`config.mk`:
```
export PLATFORM = sky130hd
export DESIGN_NAME = march_element_engine
export DESIGN_NICKNAME = d
export VERILOG_FILES = /design/src/rtl/march_pkg.sv /design/src/rtl/march_element_engine_addr_gen.sv /design/src/rtl/march_element_engine.sv
export SDC_FILE = /design/constraint.sdc
export NUM_CORES = 1
export LEC_CHECK = 0
export ABC_AREA = 1
export CORE_AREA = 2 2 84 127
export CTS_BUF_LIST = sky130_fd_sc_hd__clkbuf_8
export CTS_CLUSTER_DIAMETER = 120
export DETAILED_ROUTE_END_ITERATION = 10
export DIE_AREA = 0 0 86 129
export SLEW_MARGIN = 20
export SYNTH_ARGS = -nofsm -noshare
export SYNTH_HDL_FRONTEND = slang
export SYNTH_SLANG_ARGS = --single-unit
```
`constraint.sdc`:
```
create_clock -name clk -period 4.4 [get_ports clk]
set_clock_uncertainty 0.2 [all_clocks]
set_input_delay 1.32 -clock clk [delete_from_list [all_inputs] [get_ports clk]]
set_output_delay 1.32 -clock clk [all_outputs]
set_load 0.05 [all_outputs]
```
`src/rtl/march_pkg.sv`:
```
// Shared types for the March C- element engine: element codes,
// phase constants, FSM states and the per-element pattern lookup.
package march_pkg;

  typedef enum logic [2:0] {
    M0 = 3'd0,
    M1 = 3'd1,
    M2 = 3'd2,
    M3 = 3'd3,
    M4 = 3'd4
  } elem_e;

  typedef enum logic [1:0] {
    S_IDLE = 2'd0,
    S_RUN  = 2'd1,
    S_DONE = 2'd2,
    S_WAIT = 2'd3
  } state_e;

  localparam logic [4:0] PH_RD  = 5'd0;
  localparam logic [4:0] PH_CMP = 5'd1;
  localparam logic [4:0] PH_WR  = 5'd2;

  typedef struct packed {
    logic down;
    logic rw;
    logic rd1;
    logic wr1;
  } elem_cfg_t;

  function automatic elem_cfg_t elem_cfg(elem_e e);
    elem_cfg_t c;
    c = '{down: 1'b1, rw: 1'b0, rd1: 1'b0, wr1: 1'b0};
    case (e)
      M0: c = '{down: 1'b1, rw: 1'b0, rd1: 1'b0, wr1: 1'b0};
      M1: c = '{down: 1'b0, rw: 1'b1, rd1: 1'b0, wr1: 1'b1};
      M2: c = '{down: 1'b0, rw: 1'b1, rd1: 1'b1, wr1: 1'b0};
      M3: c = '{down: 1'b1, rw: 1'b1, rd1: 1'b0, wr1: 1'b1};
      M4: c = '{down: 1'b1, rw: 1'b1, rd1: 1'b1, wr1: 1'b0};
      default: c = '{down: 1'b1, rw: 1'b0, rd1: 1'b0, wr1: 1'b0};
    endcase
    return c;
  endfunction

endpackage

```
`src/rtl/march_element_engine_addr_gen.sv`:
```
// Loadable up/down address counter with terminal-address detect.
// Never wraps: stepping at the end address is the caller's problem.
module march_addr_gen
  import march_pkg::*;
#(
  parameter int ADDR_WIDTH = 16
) (
  input  logic                  clk,
  input  logic                  rst_n,
  input  logic                  i_load,
  input  logic                  i_step,
  input  logic                  i_down,
  output logic [ADDR_WIDTH-1:0] o_addr,
  output logic                  o_at_end
);

  logic [ADDR_WIDTH-1:0] r_addr;

  always_ff @(posedge clk or negedge rst_n) begin
    if (!rst_n) begin
      r_addr <= '0;
    end else if (i_load) begin
      r_addr <= i_down ? '1 : '0;
    end else if (i_step) begin
      r_addr <= i_down ? r_addr - 1'b1 : r_addr + 1'b1;
    end
  end

  assign o_addr   = r_addr;
  assign o_at_end = i_down ? (r_addr == '0) : (r_addr == '1);

endmodule

```
`src/rtl/march_element_engine.sv`:
```
// March C- element engine: walks the address space per element,
// issues read/compare/write ops and keeps a sticky first-fail record.
module march_element_engine
  import march_pkg::*;
#(
  parameter int ADDR_WIDTH = 16,
  parameter int DATA_WIDTH = 8
) (
  input  logic                  clk,
  input  logic                  rst_n,
  input  logic                  start,
  input  logic                  en1,
  input  logic                  en2,
  input  logic                  en3,
  input  logic                  en4,
  input  logic                  finish,
  output logic [ADDR_WIDTH-1:0] address,
  output logic [4:0]            counter,
  output logic [ADDR_WIDTH-1:0] mem_addr,
  output logic                  mem_we,
  output logic                  mem_re,
  output logic [DATA_WIDTH-1:0] mem_wdata,
  input  logic [DATA_WIDTH-1:0] mem_rdata,
  output logic                  busy,
  output logic                  elem_done,
  output logic                  fail,
  output logic [ADDR_WIDTH-1:0] fail_addr,
  output logic [2:0]            fail_elem
);

  state_e                r_state;
  state_e                w_next;
  elem_e                 r_elem;
  elem_e                 w_sel;
  logic [4:0]            r_cnt;
  logic                  r_fail;
  logic [ADDR_WIDTH-1:0] r_fail_addr;
  logic [2:0]            r_fail_elem;

  elem_cfg_t             w_cfg;
  elem_cfg_t             w_sel_cfg;
  logic                  w_req;
  logic                  w_en_cur;
  logic                  w_last_ph;
  logic                  w_at_end;
  logic                  w_load;
  logic                  w_step;
  logic                  w_down;
  logic                  w_adv;
  logic                  w_miss;
  logic [ADDR_WIDTH-1:0] w_addr;

  assign w_req     = start | en1 | en2 | en3 | en4;
  assign w_cfg     = elem_cfg(r_elem);
  assign w_sel_cfg = elem_cfg(w_sel);

  always_comb begin
    w_sel = M0;
    if (start)    w_sel = M0;
    else if (en1) w_sel = M1;
    else if (en2) w_sel = M2;
    else if (en3) w_sel = M3;
    else if (en4) w_sel = M4;
  end

  always_comb begin
    w_en_cur = 1'b0;
    case (r_elem)
      M0: w_en_cur = start;
      M1: w_en_cur = en1;
      M2: w_en_cur = en2;
      M3: w_en_cur = en3;
      M4: w_en_cur = en4;
      default: w_en_cur = 1'b0;
    endcase
  end

  assign w_last_ph = w_cfg.rw ? (r_cnt == PH_WR) : 1'b1;

  always_comb begin
    w_next = r_state;
    w_load = 1'b0;
    w_adv  = 1'b0;
    unique case (r_state)
      S_IDLE: begin
        if (w_req) begin
          w_next = S_RUN;
          w_load = 1'b1;
        end
      end
      S_RUN: begin
        if (!w_en_cur) begin
          w_next = S_IDLE;
        end else begin
          w_adv = 1'b1;
          if (w_last_ph && w_at_end) w_next = S_DONE;
        end
      end
      S_DONE: w_next = S_WAIT;
      S_WAIT: begin
        if (!w_en_cur) w_next = S_IDLE;
      end
      default: w_next = S_IDLE;
    endcase
  end

  assign w_step = w_adv && w_last_ph && !w_at_end;
  assign w_down = w_load ? w_sel_cfg.down : w_cfg.down;

  march_addr_gen #(
    .ADDR_WIDTH(ADDR_WIDTH)
  ) u_addr (
    .clk     (clk),
    .rst_n   (rst_n),
    .i_load  (w_load),
    .i_step  (w_step),
    .i_down  (w_down),
    .o_addr  (w_addr),
    .o_at_end(w_at_end)
  );

  always_ff @(posedge clk or negedge rst_n) begin
    if (!rst_n) begin
      r_state <= S_IDLE;
      r_elem  <= M0;
      r_cnt   <= '0;
    end else begin
      r_state <= w_next;
      if (w_load) begin
        r_elem <= w_sel;
        r_cnt  <= '0;
      end else if (w_adv) begin
        r_cnt <= (w_cfg.rw && !w_last_ph) ? r_cnt + 5'd1 : 5'd0;
      end
    end
  end

  // Read data lands one cycle after the read strobe, i.e. in PH_CMP.
  assign w_miss = (r_state == S_RUN) && w_cfg.rw && (r_cnt == PH_CMP) &&
                  (mem_rdata != {DATA_WIDTH{w_cfg.rd1}});

  always_ff @(posedge clk or negedge rst_n) begin
    if (!rst_n) begin
      r_fail      <= 1'b0;
      r_fail_addr <= '0;
      r_fail_elem <= '0;
    end else if (!finish) begin
      if (w_load && w_sel == M0) begin
        r_fail      <= 1'b0;
        r_fail_addr <= '0;
        r_fail_elem <= '0;
      end else if (w_miss && !r_fail) begin
        r_fail      <= 1'b1;
        r_fail_addr <= w_addr;
        r_fail_elem <= r_elem;
      end
    end
  end

  assign busy      = (r_state == S_RUN);
  assign elem_done = (r_state == S_DONE);
  assign mem_re    = busy && w_cfg.rw && (r_cnt == PH_RD);
  assign mem_we    = busy && (w_cfg.rw ? (r_cnt == PH_WR) : 1'b1);
  assign mem_wdata = mem_we ? {DATA_WIDTH{w_cfg.wr1}} : '0;
  assign address   = w_addr;
  assign mem_addr  = w_addr;
  assign counter   = r_cnt;
  assign fail      = r_fail;
  assign fail_addr = r_fail_addr;
  assign fail_elem = r_fail_elem;

endmodule

```
Yosys cells after proc, flatten, opt, wreduce, memory -nomap -nowiden
Index checks and enable logic that the tools add are counted.

storage, ports and cells
  logic and storage cells = 91
  output and inout bits = 69
  register bits after elaboration = 46

operators by class
  eq/ne operators = 18
  bitwise logic cells = 5
  mux-type cells = 34
  add/sub/neg operators = 3
  reductions and logical operators = 24

operators with widths
  operator                                             count
  two-way mux 16 bit                                   6
  one-hot mux 4 bit (4 select lines)                   2
  two-way mux 3 bit                                    7
  adder 16 x 1 -> 16 bit, second input constant        1
  equality test 16 bit, second input constant          1
  logical NOT 16 bit                                   1
  subtractor 16 x 1 -> 16 bit, second input constant   1
  two-way mux 5 bit                                    3
  equality test 3 x 2 -> 1 bit, second input constant  4
  logical AND 1 bit                                    11
  two-way mux 1 bit                                    9
  two-way mux 2 bit                                    4
  two-way mux 8 bit                                    1
  inequality test 8 bit                                1
  one-hot mux 2 bit (4 select lines)                   1
  equality test 3 x 1 -> 1 bit, second input constant  2
  equality test 3 bit, second input constant           2
  logical NOT 3 bit                                    2
  nonzero test 2 bit                                   3
  adder 5 x 1 -> 5 bit, second input constant          1
  equality test 5 x 1 -> 1 bit, second input constant  1
  equality test 5 x 2 -> 1 bit, second input constant  1
  logical NOT 5 bit                                    1
  one-hot mux 1 bit (5 select lines)                   1
  10 further kinds                                     17

Logic depth before layout (Yosys ltp)
Gate-level depths: netlist (run 1).

  word-level depth = 13
  mapped depth = 19
  mapped depth without buffers = 19

By module
A second synthesis (run 1) with hierarchy kept.

second synthesis, totals
  cell total of the unflattened synthesis = 490
  area total of the unflattened synthesis = 3499.6 µm²

modules (own cells, without submodules)
  module                seq. area each (µm²)  area each (µm²)  cells each  times used
  march_element_engine  750.7                 1900.6           252         1
  march_addr_gen        400.4                 1599.0           238         1

Least setup slack after synthesis (run 1)
OpenSTA, ideal clock, no wires.

  kind = reg2out
  start point = register r_cnt[0] (netlist: counter[0])
  end point = output mem_wdata[1]
  data arrival time = 3.417 ns
  setup slack = -0.537 ns
  cell stages (with the launch flop) = 6
  data required time = 2.880 ns
  path through = dfrtp_1 > inv_1 > ha_1 > a21oi_2 > nor4_1 > buf_4

between the ends
  longest elaborated chain between the ends = 4

ends and longest elaborated chain
  item                          RTL line                     RTL
  start, declared               march_element_engine.sv:35   logic [4:0] r_cnt;
  start signal, assigned        march_element_engine.sv:133  r_cnt <= (w_cfg.rw && !w_last_ph) ? r_cnt + 5'd1 : 5'd0;
  equality test 5 x 2 -> 1 bit  march_element_engine.sv:163  assign mem_we = busy && (w_cfg.rw ? (r_cnt == PH_WR) : 1'b1);
  two-way mux 1 bit             march_element_engine.sv:163
  logical AND 1 bit             march_element_engine.sv:163
  two-way mux 8 bit             march_element_engine.sv:164  assign mem_wdata = mem_we ? {DATA_WIDTH{w_cfg.wr1}} : '0;
  end, declared                 march_element_engine.sv:22   output logic [DATA_WIDTH-1:0] mem_wdata,

Every way passes these cells.

Worst setup path after layout (run 1)
  start point = register r_elem[0]
  end point = output mem_wdata[5]

between the ends
  longest elaborated chain between the ends = 5
  elaborated cells on any way between the ends = 8

ends and longest elaborated chain
  item                                         RTL line                     RTL
  start, declared                              march_element_engine.sv:33   elem_e r_elem;
  start signal, assigned                       march_element_engine.sv:130  r_elem <= w_sel;
  equality test 3 bit (tied with other cells)  march_pkg.sv:34              case (e)
  one-hot mux 4 bit (4 select lines) *         march_pkg.sv:34
  two-way mux 1 bit                            march_element_engine.sv:163
  logical AND 1 bit                            march_element_engine.sv:163
  two-way mux 8 bit *                          march_element_engine.sv:164

Every way passes the cells marked *; elsewhere a longest branch is shown, timed or not.

==> results of run 1 <==
final timing paths:
check,to,slack [ns]
max,mem_wdata[5],0.22
min,fail_elem[2],0.28
max reg2reg,u_addr.o_addr[15],1.36
min reg2reg,fail_elem[2],0.28
max in group asynchronous,u_addr.o_addr[12],2.40
min in group asynchronous,u_addr.o_addr[1],0.91
metal layers:
metal | global-route usage, % | vias to the layer above
met1 | 19.8 | 1592
met3 | 1.67 | 17
met4 | 7.38 | 0
met5 | 0 | -
li1 | - | 1729
met2 | 34.5 | 86
worst max-delay path, cell delays in order, from the launching register on:
cell             delay [ns]
dfrtp_1                0.50
clkinv_1               0.20
nand3_2                0.11
nand2_1                0.10
nor2_2                 0.20
a21oi_2                0.11
nor4_2                 0.15
buf_4                  0.18
clkdlybuf4s50_1        0.80
sequential cells by signal (all words and copies together) (netlist names), named ones only:
name	flops
fail_addr	16
r_elem	3
fail	1
u_addr.o_addr	16
counter	5
fail_elem	3
r_state	1
through the flow:
step	area [um2]	hold slack, ns	cells
global placement	4240	0.257	686
detailed placement	4240	0.266	686
global route	4350	0.307	694
floorplan	3440	0.363	508
CTS	4350	0.288	694
finish	4350	0.278	694
kinds of logic after synthesis:
family | Yosys count | synth area share (%)
xor gates and xnor gates | 6 | 1.53
adders and majority gates | 20 | 7.50
and+or+nand+nor | 300 | 36.4
buffers and inverters | 85 | 12.9
DFF | 46 | 33.5
AOI/OAI and AO/OA | 51 | 8.23
layout by cell type (no fill, tap or decap), types with 2 or more instances in the layout:
cell             count
nand2_1            198
clkdlybuf4s50_1     77
inv_1               46
dfrtp_1             46
nand3_1             39
nor2_1              36
ha_1                19
a21oi_1             17
o21ai_0             17
buf_4               16
nand4_1              8
o21ai_1              6
nor2_2               5
clkbuf_8             5
inv_2                4
nand2_2              3
nor3_1               3
nand3b_1             3
xor2_1               3
xnor2_1              3
clkinv_2             3
o21bai_1             2
a21o_1               2
or2_2                2
cell type report:
class	instances	area (um2)	area share [%]
timing repair buffer	94	896	20.6
clock inverter	3	40.0	0.921
clock buffer	5	68.8	1.58
inverter	52	196	4.52
tap	117	146	3.37
multi-input combinational	377	1850	42.5
sequential	46	1150	26.5
==> results.md, run 1 <==
* Status: finished clean
* Met3 routed wirelength at 392 um
* Crit path DAT at 2.66 ns
* Worst r2r src: r_elem[0]
* Vias per Instance at 4.93
* Kind of critical path: reg -> out
* Share of cells above drive strength 1 at 7.63%
* Pre-Repair DR Iteration Count at 5
* Setup Slack @ Placement at 0.0582 ns
* DR vias at 3424
* Slew headroom at 42.1%
* Vias in the first global route at 3430
* Largest net degree at the start of global routing at 38
* Final Hold Fails at 0
* Final core utilization at 43.6%
* Yosys warns at 0
* Top cells by count, synth: nand2_1 (198), dfrtp_1 (46), inv_1 (46)
* WL/cell at 13.9 um
* TritonCTS clock tree: done
* Startpoint Class: flop
* Final setup margin at 0.221 ns
* # IOs at 85
* Async SR Flop Fraction at 100%
* Setup TNS at 0 ns
* Drt initial violations at 130
* DRT Wirelength at 9640 um
* Critical Path Start: r_elem[0]
* Final min period at 4.18 ns
* Worst min-delay path startpoint: fail_elem[2]
* Yosys reg bits at 46
* Top FF cell, synth: dfrtp_1
* Count leader, synth: nand2_1
* Yosys top cell by area: dfrtp_1
* CTS resizes at 0
* Initial Util at 34.5%
* Post-CTS Setup Inserts at 0
* Fmax at 239 MHz
* Die X at 86 um
* # rows at 45
* Met2 routed WL at 5110 um
* Worst Path Max Fanout at 8
* Hold Path Depth at 2
* Htree depth at 2
* Synth Instances at 508
* Die H at 129 um
* Number of antenna violations at the first check in global routing at 0
* Final HPWL DP at 7570 um
* First-pass GRT wire length at 16000 um
* CTS Hold Buffers Added at 0
* Final worst path period share at 95.0%
* Final nets at 612
* DR top layer: met4
* Cell variety after synth at 37
* GP Congestion at 0.913
* Clock Path Buffers at 2
* Unrepaired setup endpoints after global routing: no
* Max-cap viol count at 0
* Synthesized Nets at 544
* Core area at 9970 um2
* GRT Overall Usage at 18.0%
* Total CTS buffers at 5
* Reg clk slew, reported paths at 0.08 ns
* Number of synthesized flops with an enable pin at 0
* P&R area growth vs syn at 26.5%
* Port Buffers at 84
* Fillers at 1037
* Required @ worst endpoint at 2.88 ns
* Synthesized area per cell at 6.76 um2
* Root buffer cell: clkbuf_8
* Final setup fails at 0
* R2r worst-path depth at 18
* DRT antenna net count at 0
* Die area at 11100 um2
* Synthesized cell area at 3440 um2
* Gr ovfl total at 0
* # diodes at 0
* Length of routed wiring on met1 at 3880 um
* Synth top area cells: dfrtp_1 (34%), nand2_1 (22%), ha_1 (6.9%)
* Area share of the largest cell type after synthesis at 33.5%
* Hold crit path type: reg -> reg
* Sequential fraction of the synthesis area at 33.5%
* Least-Margin Pin Slew at 0.868 ns
* Sink Count at 46
* Clk_lat worst skew at 0.31 ns
* CP endpoint kind: primary output
* Residual DRC at 0
* Slew Limit Fails at 0
Power of run 1 is not shown: default switching activity piles up to over one toggle a cycle in this logic, so the estimate is an artifact.
==> run 2: changes to the inputs <==
- MAX_ROUTING_LAYER: default -> met4
==> run 2 against run 1 <==
First-iteration DRC count down 1.5%; die area unchanged; register-to-register slack about the same; wire length rose by 0.35%; worst hold slack about the same; flip-flop and latch count unchanged; maximum frequency grew 0.28%; critical path type unchanged; highest routed layer unchanged.
==> results.md, run 2 (same netlist as run 1, synthesis figures left out) <==
* Status: finished clean
* Die X at 86 um
* Hold crit path type: reg -> reg
* Most frequent cells in the layout: nand2_1 (198), clkdlybuf4s50_1 (77), inv_1 (46), dfrtp_1 (46), nand3_1 (39)
* Drt initial violations at 128
* Sink Count at 46
* Worst min-delay path startpoint: fail_elem[2]
* Unrepaired setup endpoints after global routing: no
* Commonest non-fill, non-tap cell in the layout: nand2_1
* Die H at 129 um
* Clk_lat worst skew at 0.31 ns
* Final nets at 612
* Required @ worst endpoint at 2.88 ns
* Die area at 11100 um2
* GP Congestion at 0.929
* Final HPWL DP at 7570 um
* Post-CTS Setup Inserts at 0
* P&R area growth vs syn at 26.5%
* WL/cell at 13.9 um
* Largest net degree at the start of global routing at 38
* Kind of critical path: reg -> out
* TritonCTS clock tree: done
* # diodes at 0
* DR vias at 3411
* CTS resizes at 0
* Final worst path period share at 94.7%
* Slew headroom at 42.0%
* R2R setup slack at 1.35 ns
* Gr ovfl total at 0
* Crit path DAT at 2.65 ns
* Number of antenna violations at the first check in global routing at 0
* Max-cap viol count at 0
* Pre-Repair DR Iteration Count at 4
* Setup TNS at 0 ns
* Critical Path Start: r_elem[0]
* Final setup fails at 0
* CP endpoint kind: primary output
* DRT antenna net count at 0
* First-pass GRT wire length at 16000 um
* Clock Path Buffers at 2
* Port Buffers at 84
* Final Hold Fails at 0
* # rows at 45
* Share of cells above drive strength 1 at 7.63%
* DRT Wirelength at 9680 um
* Startpoint Class: flop
* Fmax at 240 MHz
* Initial Util at 34.5%
* CTS Hold Buffers Added at 0
* Residual DRC at 0
* Vias in the first global route at 3434
* Slew Limit Fails at 0
* Least-Margin Pin Slew at 0.869 ns
* Worst r2r src: r_elem[0]
* # IOs at 85
* Reg clk slew, reported paths at 0.08 ns
* Total CTS buffers at 5
* Final min period at 4.17 ns
* Vias per Instance at 4.91
* Worst Path Max Fanout at 8
* Htree depth at 2
* Root buffer cell: clkbuf_8
* Core area at 9970 um2
* GRT Overall Usage at 18.5%
run 2: area by class of cell:
| cell class | count | area (um2) |
|---|---|---|
| timing repair buffer | 94 | 896 |
| clock inverter | 3 | 40.0 |
| inverter | 52 | 196 |
| sequential | 46 | 1150 |
| clock buffer | 5 | 68.8 |
| fill | 1037 | 5620 |
| tap | 117 | 146 |
| multi-input combinational | 377 | 1850 |
run 2: per-stage QoR:
stage          hold WS [ns]  setup WS [ns]  util, %  cells  area (um2)
3_5_place_dp          0.266         0.0582     42.5    686        4240
5_1_grt               0.307         0.0561     43.6    694        4350
4_1_cts               0.288          0.220     43.6    694        4350
6_report              0.278          0.232     43.6    694        4350
3_3_place_gp          0.257          0.136     42.5    686        4240
2_1_floorplan         0.363          0.343        -    508        3440
run 2: routing by layer:
metal | track usage [%] | wire (um) | up-vias
li1 | - | - | 1726
met1 | 19.8 | 3870 | 1581
met2 | 34.5 | 5180 | 92
met3 | 1.67 | 443 | 12
met4 | 7.38 | 184 | 0
met5 | - | 0 | -
run 2: critical path, stage by stage (launching register included):
cell             delay (ns)
dfrtp_1                0.50
clkinv_1               0.20
nand3_2                0.11
nand2_1                0.10
nor2_2                 0.19
a21oi_2                0.11
nor4_2                 0.15
buf_4                  0.18
clkdlybuf4s50_1        0.80
run 2: worst paths after layout:
check                                          to  depth (start not counted)
min in group asynchronous        u_addr.o_addr[3]                          1
worst min-delay path                 fail_elem[2]                          2
worst max-delay path                 mem_wdata[5]                          8
worst max register to register  u_addr.o_addr[15]                         18
worst min register to register       fail_elem[2]                          2
max in group asynchronous       u_addr.o_addr[11]                          2
Power of run 2 is left out for the same reason.
